<file path="src/rtl/arith_pkg.sv">
// Shared constants for the arithmetic unit: divider state encoding and step count.
// No logic; no latency.
// No flow control.
package arith_pkg;

    typedef enum logic [3:0] {
        DIV_IDLE = 4'b0001,
        DIV_ITER = 4'b0010,
        DIV_CORR = 4'b0100,
        DIV_DONE = 4'b1000
    } div_state_t;

    localparam int          DIV_STEPS = 32;
    localparam logic [31:0] DIV_DBZ_Q = 32'hFFFF_FFFF;

endpackage

</file>
<file path="src/rtl/div_addsub.sv">
// Add/subtract for the divider's partial-remainder path; sub=1 gives a-b.
// Purely combinational, zero latency.
// No flow control.
module div_addsub #(
    parameter int W = 33
) (
    input  logic [W-1:0] a,
    input  logic [W-1:0] b,
    input  logic         sub,
    output logic [W-1:0] y
);

    assign y = a + (b ^ {W{sub}}) + W'(sub);

endmodule

</file>
<file path="src/rtl/divider.sv">
// Sequential signed divider, radix-2 non-restoring on operand magnitudes, truncating toward zero.
// Latency: done 33 cycles after the accepting edge (1 cycle for a zero divisor); one op every 35 cycles.
// Backpressure: start is sampled only while idle; requests made while busy are dropped.
module divider
    import arith_pkg::*;
#(
    parameter int WIDTH = 32
) (
    input  logic             clk,
    input  logic             rst,
    input  logic             start,
    input  logic [WIDTH-1:0] X,
    input  logic [WIDTH-1:0] Y,
    output logic [WIDTH-1:0] quotient,
    output logic [WIDTH-1:0] remainder,
    output logic             dbz,
    output logic             busy,
    output logic             done
);

    localparam int CW = $clog2(DIV_STEPS);

    div_state_t       state, state_nxt;
    logic [WIDTH:0]   acc;
    logic [WIDTH:0]   m;
    logic [WIDTH-1:0] q;
    logic [CW-1:0]    cnt;
    logic             sx;
    logic             sq;
    logic             zdiv;

    logic             y_zero;
    logic             last_step;
    logic [WIDTH-1:0] abs_x;
    logic [WIDTH-1:0] abs_y;
    logic [WIDTH:0]   as_a;
    logic             as_sub;
    logic [WIDTH:0]   as_y;
    logic [WIDTH:0]   fixed;

    assign y_zero    = (Y == '0);
    assign last_step = (cnt == CW'(DIV_STEPS - 1));
    assign abs_x     = X[WIDTH-1] ? -X : X;
    assign abs_y     = Y[WIDTH-1] ? -Y : Y;

    // One adder serves both the iteration step and the final remainder restore.
    assign as_a   = (state == DIV_ITER) ? {acc[WIDTH-1:0], q[WIDTH-1]} : acc;
    assign as_sub = (state == DIV_ITER) ? ~acc[WIDTH] : 1'b0;
    assign fixed  = acc[WIDTH] ? as_y : acc;

    div_addsub #(.W(WIDTH + 1)) u_addsub (
        .a   (as_a),
        .b   (m),
        .sub (as_sub),
        .y   (as_y)
    );

    always_ff @(posedge clk or posedge rst) begin
        if (rst) state <= DIV_IDLE;
        else     state <= state_nxt;
    end

    // A zero divisor skips ITER and takes the CORR slot, so its results
    // register one edge after acceptance.
    always_comb begin
        state_nxt = state;
        case (state)
            DIV_IDLE: if (start) state_nxt = y_zero ? DIV_CORR : DIV_ITER;
            DIV_ITER: if (last_step) state_nxt = DIV_CORR;
            DIV_CORR: state_nxt = DIV_DONE;
            DIV_DONE: state_nxt = DIV_IDLE;
            default:  state_nxt = DIV_IDLE;
        endcase
    end

    always_ff @(posedge clk or posedge rst) begin
        if (rst) begin
            acc       <= '0;
            m         <= '0;
            q         <= '0;
            cnt       <= '0;
            sx        <= 1'b0;
            sq        <= 1'b0;
            zdiv      <= 1'b0;
            quotient  <= '0;
            remainder <= '0;
            dbz       <= 1'b0;
            busy      <= 1'b0;
            done      <= 1'b0;
        end else begin
            case (state)
                DIV_IDLE: begin
                    if (start) begin
                        // For a zero divisor |X| parks in acc so CORR re-signs it back to X.
                        acc  <= y_zero ? {1'b0, abs_x} : '0;
                        q    <= abs_x;
                        m    <= {1'b0, abs_y};
                        sx   <= X[WIDTH-1];
                        sq   <= X[WIDTH-1] ^ Y[WIDTH-1];
                        cnt  <= '0;
                        zdiv <= y_zero;
                        busy <= 1'b1;
                    end
                end
                DIV_ITER: begin
                    acc <= as_y;
                    q   <= {q[WIDTH-2:0], ~as_y[WIDTH]};
                    cnt <= cnt + 1'b1;
                end
                DIV_CORR: begin
                    acc       <= fixed;
                    quotient  <= zdiv ? WIDTH'(DIV_DBZ_Q) : (sq ? -q : q);
                    remainder <= sx ? -fixed[WIDTH-1:0] : fixed[WIDTH-1:0];
                    dbz       <= zdiv;
                    done      <= 1'b1;
                end
                DIV_DONE: begin
                    done <= 1'b0;
                    busy <= 1'b0;
                end
                default: begin
                    done <= 1'b0;
                    busy <= 1'b0;
                end
            endcase
        end
    end

endmodule

</file>
<file path="config.mk">
export PLATFORM = sky130hd
export DESIGN_NAME = divider
export DESIGN_NICKNAME = d
export VERILOG_FILES = /design/src/rtl/arith_pkg.sv /design/src/rtl/div_addsub.sv /design/src/rtl/divider.sv
export SDC_FILE = /design/constraint.sdc
export NUM_CORES = 1
export LEC_CHECK = 0
export ABC_AREA = 0
export CELL_PAD_IN_SITES_DETAIL_PLACEMENT = 0
export CELL_PAD_IN_SITES_GLOBAL_PLACEMENT = 2
export CORE_MARGIN = 2
export CORE_UTILIZATION = 31
export CTS_BUF_LIST = sky130_fd_sc_hd__clkbuf_4 sky130_fd_sc_hd__clkbuf_8 sky130_fd_sc_hd__clkbuf_16
export DETAILED_ROUTE_END_ITERATION = 7
export PLACE_DENSITY = 0.84
export SYNTH_ARGS = -nofsm -noshare
export SYNTH_HDL_FRONTEND = slang
export SYNTH_SLANG_ARGS = --single-unit
</file>
<file path="constraint.sdc">
create_clock -name clk -period 5.61 [get_ports clk]
set_clock_uncertainty 0.2 [all_clocks]
set_input_delay 0.8415 -clock clk [delete_from_list [all_inputs] [get_ports clk]]
set_output_delay 0.8415 -clock clk [all_outputs]
set_load 0.01 [all_outputs]
</file>
==> results of run 1 <==
power by group through the flow:
stage | combinational, mW | clock (mW) | sequential (mW)
2_1_floorplan | 4.84 | 0 | 1.95
3_3_place_gp | 6.81 | 0 | 2.18
3_5_place_dp | 6.84 | 0 | 2.19
4_1_cts | 6.87 | 1.29 | 2.16
5_1_grt | 7.69 | 1.34 | 2.23
6_report | 7.00 | 1.25 | 2.17
worst max-delay path by stage:
stage / slack (ns) / cells past startpoint / endpoint / from
after floorplan: 0.04 / 19 / remainder[31] / acc[32]
after global placement: 0.32 / 17 / remainder[31] / state[0]
after detailed placement: 0.34 / 17 / remainder[31] / state[0]
after CTS: 0.30 / 17 / remainder[31] / state[0]
after global routing: 0.02 / 17 / remainder[31] / state[1]
final: 0.30 / 17 / remainder[31] / state[0]
worst register-to-register path, delay by kind of cell, from the launching register on:
family	cells	cell delay [ns]
AOI/OAI and AO/OA	4	1.05
DFF	1	0.42
adders and majority gates	1	0.47
and+or+nand+nor	8	2.41
xor gates and xnor gates	1	0.11
buffers and inverters	3	0.51
metrics by stage:
step / worst slack, ns / instances / hold WS [ns] / power, mW
floorplan: 0.03979 / 1706 / 0.2631 / 6.786
global placement: 0.3228 / 2368 / 0.2554 / 8.984
detailed placement: 0.3412 / 2368 / 0.2648 / 9.026
CTS: 0.3043 / 2400 / 0.2823 / 10.32
global route: 0.01909 / 2400 / 0.3099 / 11.26
finish: 0.3030 / 2400 / 0.2725 / 10.42
registers in the layout (all words and copies together) (netlist names):
register   cells
done           1
acc           33
sq             1
quotient      32
sx             1
q             32
m             32
busy           1
remainder     32
dbz            1
zdiv           1
cnt            5
state          4
area by class of cell:
cell class / instances / area [um2]
clock buffer: 19 / 452.9
clock inverter: 13 / 143.9
fill: 4505 / 26790
inverter: 27 / 105.1
multi-input combinational: 1393 / 8578
sequential: 176 / 4407
tap: 585 / 732.0
timing repair buffer: 187 / 1774
layer usage:
layer | routed length (um) | part of all wire [%]
met3 | 2078 | 4.6
met1 | 22790 | 50
met4 | 841 | 1.8
met5 | 0 | 0
met2 | 19960 | 44
cells in the mapped netlist (all sizes together), types with 18 or more instances:
master / n / area, um2
inv: 26 / 97.59
o31ai: 33 / 271.5
clkbuf: 87 / 326.6
a211oi: 19 / 147.6
nor2: 156 / 588.1
nor3: 29 / 156.4
buf: 23 / 98.84
nand3: 31 / 170.2
o21ai: 181 / 905.9
or3: 30 / 212.7
ha: 37 / 462.9
nand2: 269 / 1010
a21oi: 146 / 730.7
xor2: 129 / 1130
dfrtp: 175 / 4379
nand4: 21 / 131.4
xnor2: 42 / 367.9
mux2i: 18 / 180.2
logic make-up (layout without fill, tap and decap cells):
| logic type | Yosys count | count (layout) | synth area share, % |
|---|---|---|---|
| multiplexers | 27 | 27 | 2.090 |
| AND/OR/NAND/NOR | 631 | 631 | 22.22 |
| adder cells (fa/ha/maj) | 38 | 38 | 3.585 |
| XOR/XNOR | 171 | 171 | 11.12 |
| buffers and inverters | 137 | 246 | 3.910 |
| AO/OA/AOI/OAI | 526 | 526 | 24.38 |
| flip-flops | 176 | 176 | 32.70 |
cells in the final DEF, fill, tap and decap left out, drive strengths merged, types with 21 or more instances in the layout:
cell type / netlist / final
nand2: 269 / 269
o21ai: 181 / 181
dfrtp: 175 / 175
nor2: 156 / 156
a21oi: 146 / 146
clkdlybuf4s50: 0 / 133
xor2: 129 / 129
buf: 23 / 54
xnor2: 42 / 42
ha: 37 / 37
o31ai: 33 / 33
nand3: 31 / 31
inv: 26 / 31
or3: 30 / 30
nor3: 29 / 29
nand4: 21 / 21
repair_timing:
action,4_1_cts,5_1_grt
setup buffers,0,0
endpoints found under the setup margin,0,3
gates resized for setup,0,2
==> out/metrics.json, run 1 <==
{
  "sta": {
    "slew_viol_final": 0,
    "tightest_slew_ns": 1.265,
    "finalHoldViolations": 0,
    "period_minus_slack_ns": 5.307,
    "slew_headroom_pct": 15.57,
    "totalNegativeSetupSlack_ns": 0,
    "rsz_0062_raised_after_global_routing": "false",
    "achievable-frequency_ghz": 0.1884,
    "setup_viol": 0,
    "period_share_pct": 94.60
  },
  "cts": {
    "cts_tree": "done",
    "holdBufCountCts": 0,
    "ctsLongestPathBuffers": 2,
    "clock_buffers_created_by_tritoncts": 17,
    "cts.sink_count": 176,
    "clkLatencyLatePin_ns": 0.47,
    "cts-htree-levels": 4,
    "root_buffer": "clkbuf_16",
    "clk_transition_reported_paths_ns": 0.08
  },
  "worst_hold_path": {
    "hold_path_startpoint": "quotient[0]",
    "worst_hold_path_type": "register to register",
    "whs_path_depth": 2,
    "min_delay_endpoint": "quotient[0]"
  },
  "critical_path": {
    "reg_to_reg_setup_timing_slack_ns": 0.30,
    "startpoint_of_the_lowest_slack_register_to_register_path": "state[0]",
    "timing.critical_path.buf_inv": 3,
    "setup.worst_path.start_class": "register",
    "cp_cell_sequence": "or4b_2 -> nor2_4 -> buf_12 -> xor2_1 -> ha_1 -> nand4_1 -> nor3_1 -> o21ai_0 -> a31oi_1 -> o21ai_0 -> a31oi_1 -> nor4b_1 -> buf_4 -> and2_1 -> buf_4 -> and4_1 -> or3_1",
    "cp.required_ns": 5.75,
    "crit_path_max_fanout": 31,
    "critical_path_class": "register to register",
    "slowest_delay_ns": 0.78,
    "worst-r2r-cell-count": 17,
    "critPathArrivalTime_ns": 5.45,
    "critical-path-slowest-cell": "or4b_2",
    "worst_setup_path_end_kind": "register",
    "regToRegEndpoint": "remainder[31]",
    "gate_family_responsible_for_the_most_delay_along_the_worst_path": "simple AND/OR/NAND/NOR gates"
  },
  "synthesis": {
    "syn-num-nets": 1811,
    "syn-mean-instance-area_um2": 7.897,
    "postSynthRegisterBits": 176,
    "synth_enable_flop_cells": 0,
    "yosys_warnings": 0,
    "main_flop_type_after_synthesis": "dfrtp_1",
    "post_synthesis_cells": 1706,
    "ys_types": 92,
    "netlist_area_um2": 13470,
    "synth-seq-area-share_pct": 32.70,
    "async_set_reset_flop_share_out_of_synthesis_pct": 100.0
  },
  "pwr": {
    "power_switching_mw": 5.574,
    "power.sequential.fraction_pct": 20.8,
    "power.share.clock_pct": 12.0,
    "power_per_cell_area_nw_per_um2": 643.6,
    "cellLeakagePower_nw": 6.756,
    "p_int_mw": 4.848,
    "share_comb_of_total_power_pct": 67.2,
    "power.share.switching_pct": 53.48,
    "max-vdd-ir-drop_uv": 246.6
  },
  "cells_and_area": {
    "insertedDiodeCount": 0,
    "finalInstanceArea_um2": 16190,
    "postLayoutCoreUtil_pct": 37.67,
    "growth_of_design_area_from_synthesis_to_finish_pct": 20.19,
    "final_nets": 1907,
    "post_route_cells_drive_above_1_share_pct": 7.934
  },
  "route": {
    "first_iter_violations": 981,
    "ant_nets": 0,
    "detailedRoute.firstPassIterationCount": 7,
    "drt-total-wl_um": 45660,
    "drt-vias-per-instance": 5.275,
    "vias": 12660,
    "wl_per_cell_um": 19.03,
    "route.detailed.drc": 0
  },
  "outcome": {
    "run_status": "finished clean"
  },
  "flow_run": {
    "max_cap_viol_count": 0
  },
  "floorplanning": {
    "design.die.area_um2": 45150,
    "row_count": 76,
    "fp.dieW_um": 212.5,
    "die_height_um": 212.5,
    "floorplan.io_pins": 134,
    "floorplan.core_area_um2": 42980,
    "floorplan.initialDensity_pct": 31.35
  },
  "global_routing": {
    "grt_overflow": 0,
    "grt_antenna_before_repair": 0,
    "grt_busiest_layer": "met2",
    "met3_usage_pct": 2.496,
    "first_global_vias": 11990,
    "largest_net_degree_at_the_start_of_global_routing": 72,
    "global_route.usage.met2_pct": 31.24,
    "grt_pass1_wl_um": 70670,
    "use_met1_pct": 30.09,
    "global_route_usage_sum_pct": 20.41
  },
  "placed_design": {
    "placement.cell_area_um2": 15580,
    "gpl.final_weighted_congestion": 0.9307,
    "port-buffer-count": 133,
    "place_hpwl_um": 35280
  }
}
Note: power is estimated with default switching activity, not from simulation.
==> run 2, diff against run 1 <==
Settings changed: CAP_MARGIN set to 20.
==> run 2 against run 1 <==
Flip-flop and latch count unchanged. Routed wire length decreased by 0.14%. Register-to-register slack got worse by 0.03 ns. Worst hold slack improved by 0.0079 ns. Sequential power about the same. Count of clock-buffer cells in the layout unchanged.
==> out/metrics.json, run 2 (synthesized netlist as in run 1, its figures left out) <==
{
  "placed_design": {
    "port-buffer-count": 133,
    "preCtsSetupSlack_ns": 0.2984,
    "gpl.final_weighted_congestion": 0.9307,
    "placement.cell_area_um2": 15600,
    "place_hpwl_um": 35350
  },
  "route": {
    "drt-total-wl_um": 45600,
    "route.detailed.drc": 0,
    "drt-vias-per-instance": 5.257,
    "detailedRoute.firstPassIterationCount": 5,
    "vias": 12620,
    "first_iter_violations": 847,
    "wl_per_cell_um": 19.00,
    "ant_nets": 0
  },
  "sta": {
    "finalHoldViolations": 0,
    "achievable-frequency_ghz": 0.1874,
    "setup_viol": 0,
    "period_minus_slack_ns": 5.336,
    "slew_viol_final": 0,
    "period_share_pct": 95.11,
    "tightest_slew_ns": 1.085,
    "totalNegativeSetupSlack_ns": 0,
    "slew_headroom_pct": 27.67,
    "rsz_0062_raised_after_global_routing": "false",
    "worst_slack_ns": 0.2743
  },
  "floorplanning": {
    "row_count": 76,
    "floorplan.core_area_um2": 42980,
    "die_height_um": 212.5,
    "floorplan.io_pins": 134,
    "design.die.area_um2": 45150,
    "fp.dieW_um": 212.5,
    "floorplan.initialDensity_pct": 31.35
  },
  "cells_and_area": {
    "final_nets": 1908,
    "commonest_cells_after_routing_fill_and_taps_aside": "nand2_1 (269), dfrtp_1 (174), o21ai_0 (173)",
    "insertedDiodeCount": 0,
    "largest_register_ffs": 33,
    "finalInstanceArea_um2": 16220,
    "max_flop_register": "acc",
    "fillers": 4538,
    "growth_of_design_area_from_synthesis_to_finish_pct": 20.36,
    "regArea_um2": 4407,
    "commonest_non_fill_non_tap_cell_in_the_layout": "nand2_1",
    "area_of_the_multi_input_gates_um2": 8582,
    "post_route_cells_drive_above_1_share_pct": 7.989
  },
  "cts": {
    "root_buffer": "clkbuf_16",
    "cts_post_setup_buffers_inserted": 0,
    "cts_tree": "done",
    "cts-htree-levels": 4,
    "cts.sink_count": 176,
    "holdBufCountCts": 0,
    "clock_buffers_created_by_tritoncts": 17,
    "ctsLongestPathBuffers": 2,
    "clk_transition_reported_paths_ns": 0.07,
    "clkLatencyLatePin_ns": 0.46
  },
  "global_routing": {
    "grt_overflow": 0,
    "first_global_vias": 12010,
    "grt_pass1_wl_um": 71120,
    "grt_antenna_before_repair": 0,
    "largest_net_degree_at_the_start_of_global_routing": 72,
    "global_route_usage_sum_pct": 20.54
  },
  "critical_path": {
    "setup.worst_path.start_class": "register",
    "critical_path_class": "register to register",
    "cp.required_ns": 5.75,
    "worst_setup_path_end_kind": "register",
    "critPathArrivalTime_ns": 5.47,
    "crit_path_max_fanout": 31
  },
  "flow_run": {
    "max_cap_viol_count": 0
  },
  "pwr": {
    "max-vdd-ir-drop_uv": 235.4,
    "power_per_cell_area_nw_per_um2": 644.0,
    "cellLeakagePower_nw": 6.763,
    "post-layout-total-power_mw": 10.44
  },
  "outcome": {
    "run_status": "finished clean"
  },
  "worst_hold_path": {
    "worst_hold_path_type": "register to register"
  }
}
[run 2: cell count changes in the layout (fill, tap and decap cells not counted), sizes merged]
cell,before,now
bufinv,1,2
buf,54,55
inv,31,28
clkinv,4,5
[run 2: worst max-delay path, stage by stage, from the launching register on]
cell     delay [ns]
dfstp_2        0.42
or4b_2         0.78
nor2_4         0.15
buf_12         0.23
xor2_1         0.19
ha_1           0.36
a21oi_1        0.37
o21ai_0        0.23
a21o_1         0.27
o31a_1         0.35
o31ai_2        0.34
a211o_1        0.27
nor4b_1        0.09
buf_4          0.15
and2_1         0.16
buf_4          0.15
and4_1         0.14
or3_1          0.35
[run 2: stage by stage]
step | instances | util (%) | hold WS, ns
after global routing | 2400 | 37.73 | 0.3023
after floorplan | 1706 | - | 0.2631
after global placement | 2368 | 36.26 | 0.2554
final | 2400 | 37.73 | 0.2805
after detailed placement | 2369 | 36.29 | 0.2648
after CTS | 2400 | 37.69 | 0.2825
[run 2: path summary, 6_finish.rpt]
kind                                   from             to  slack (ns)  cells after the start
worst max-delay path               state[0]  remainder[31]        0.27                     17
worst min-delay path            quotient[0]    quotient[0]        0.28                      2
worst max register to register     state[0]  remainder[31]        0.27                     17
worst min register to register  quotient[0]    quotient[0]        0.28                      2
max in group asynchronous               rst  remainder[12]        3.68                      3
min in group asynchronous               rst    quotient[3]        0.43                      2
[run 2: power breakdown]
group | internal (mW) | leakage (nW) | switching, mW | total, mW
Sequential | 1.64 | 2.29 | 0.530 | 2.17
Clock | 0.682 | 0.284 | 0.586 | 1.27
Combinational | 2.56 | 4.19 | 4.45 | 7.01
Total | 4.88 | 6.76 | 5.57 | 10.4
[run 2: layer usage]
layer  wire [um]  track usage [%]  vias up
met2       19980            31.41      318
met4         851            6.197        0
met1       22600            30.17     5960
met5           0                0        -
met3        2168            2.422       37
li1            -                -     6301
[run 2: cell type report]
cell class	count	share of cell area [%]
clock buffer	19	2.755
clock inverter	12	0.9491
inverter	27	0.6481
multi-input combinational	1393	52.92
sequential	176	27.18
tap	585	4.514
timing repair buffer	188	11.03
[run 2: what timing repair did]
item / in CTS / in global routing
endpoints found under the hold margin: 0 / 0
gates resized for setup: 0 / 3
endpoints found under the setup margin: 0 / 2
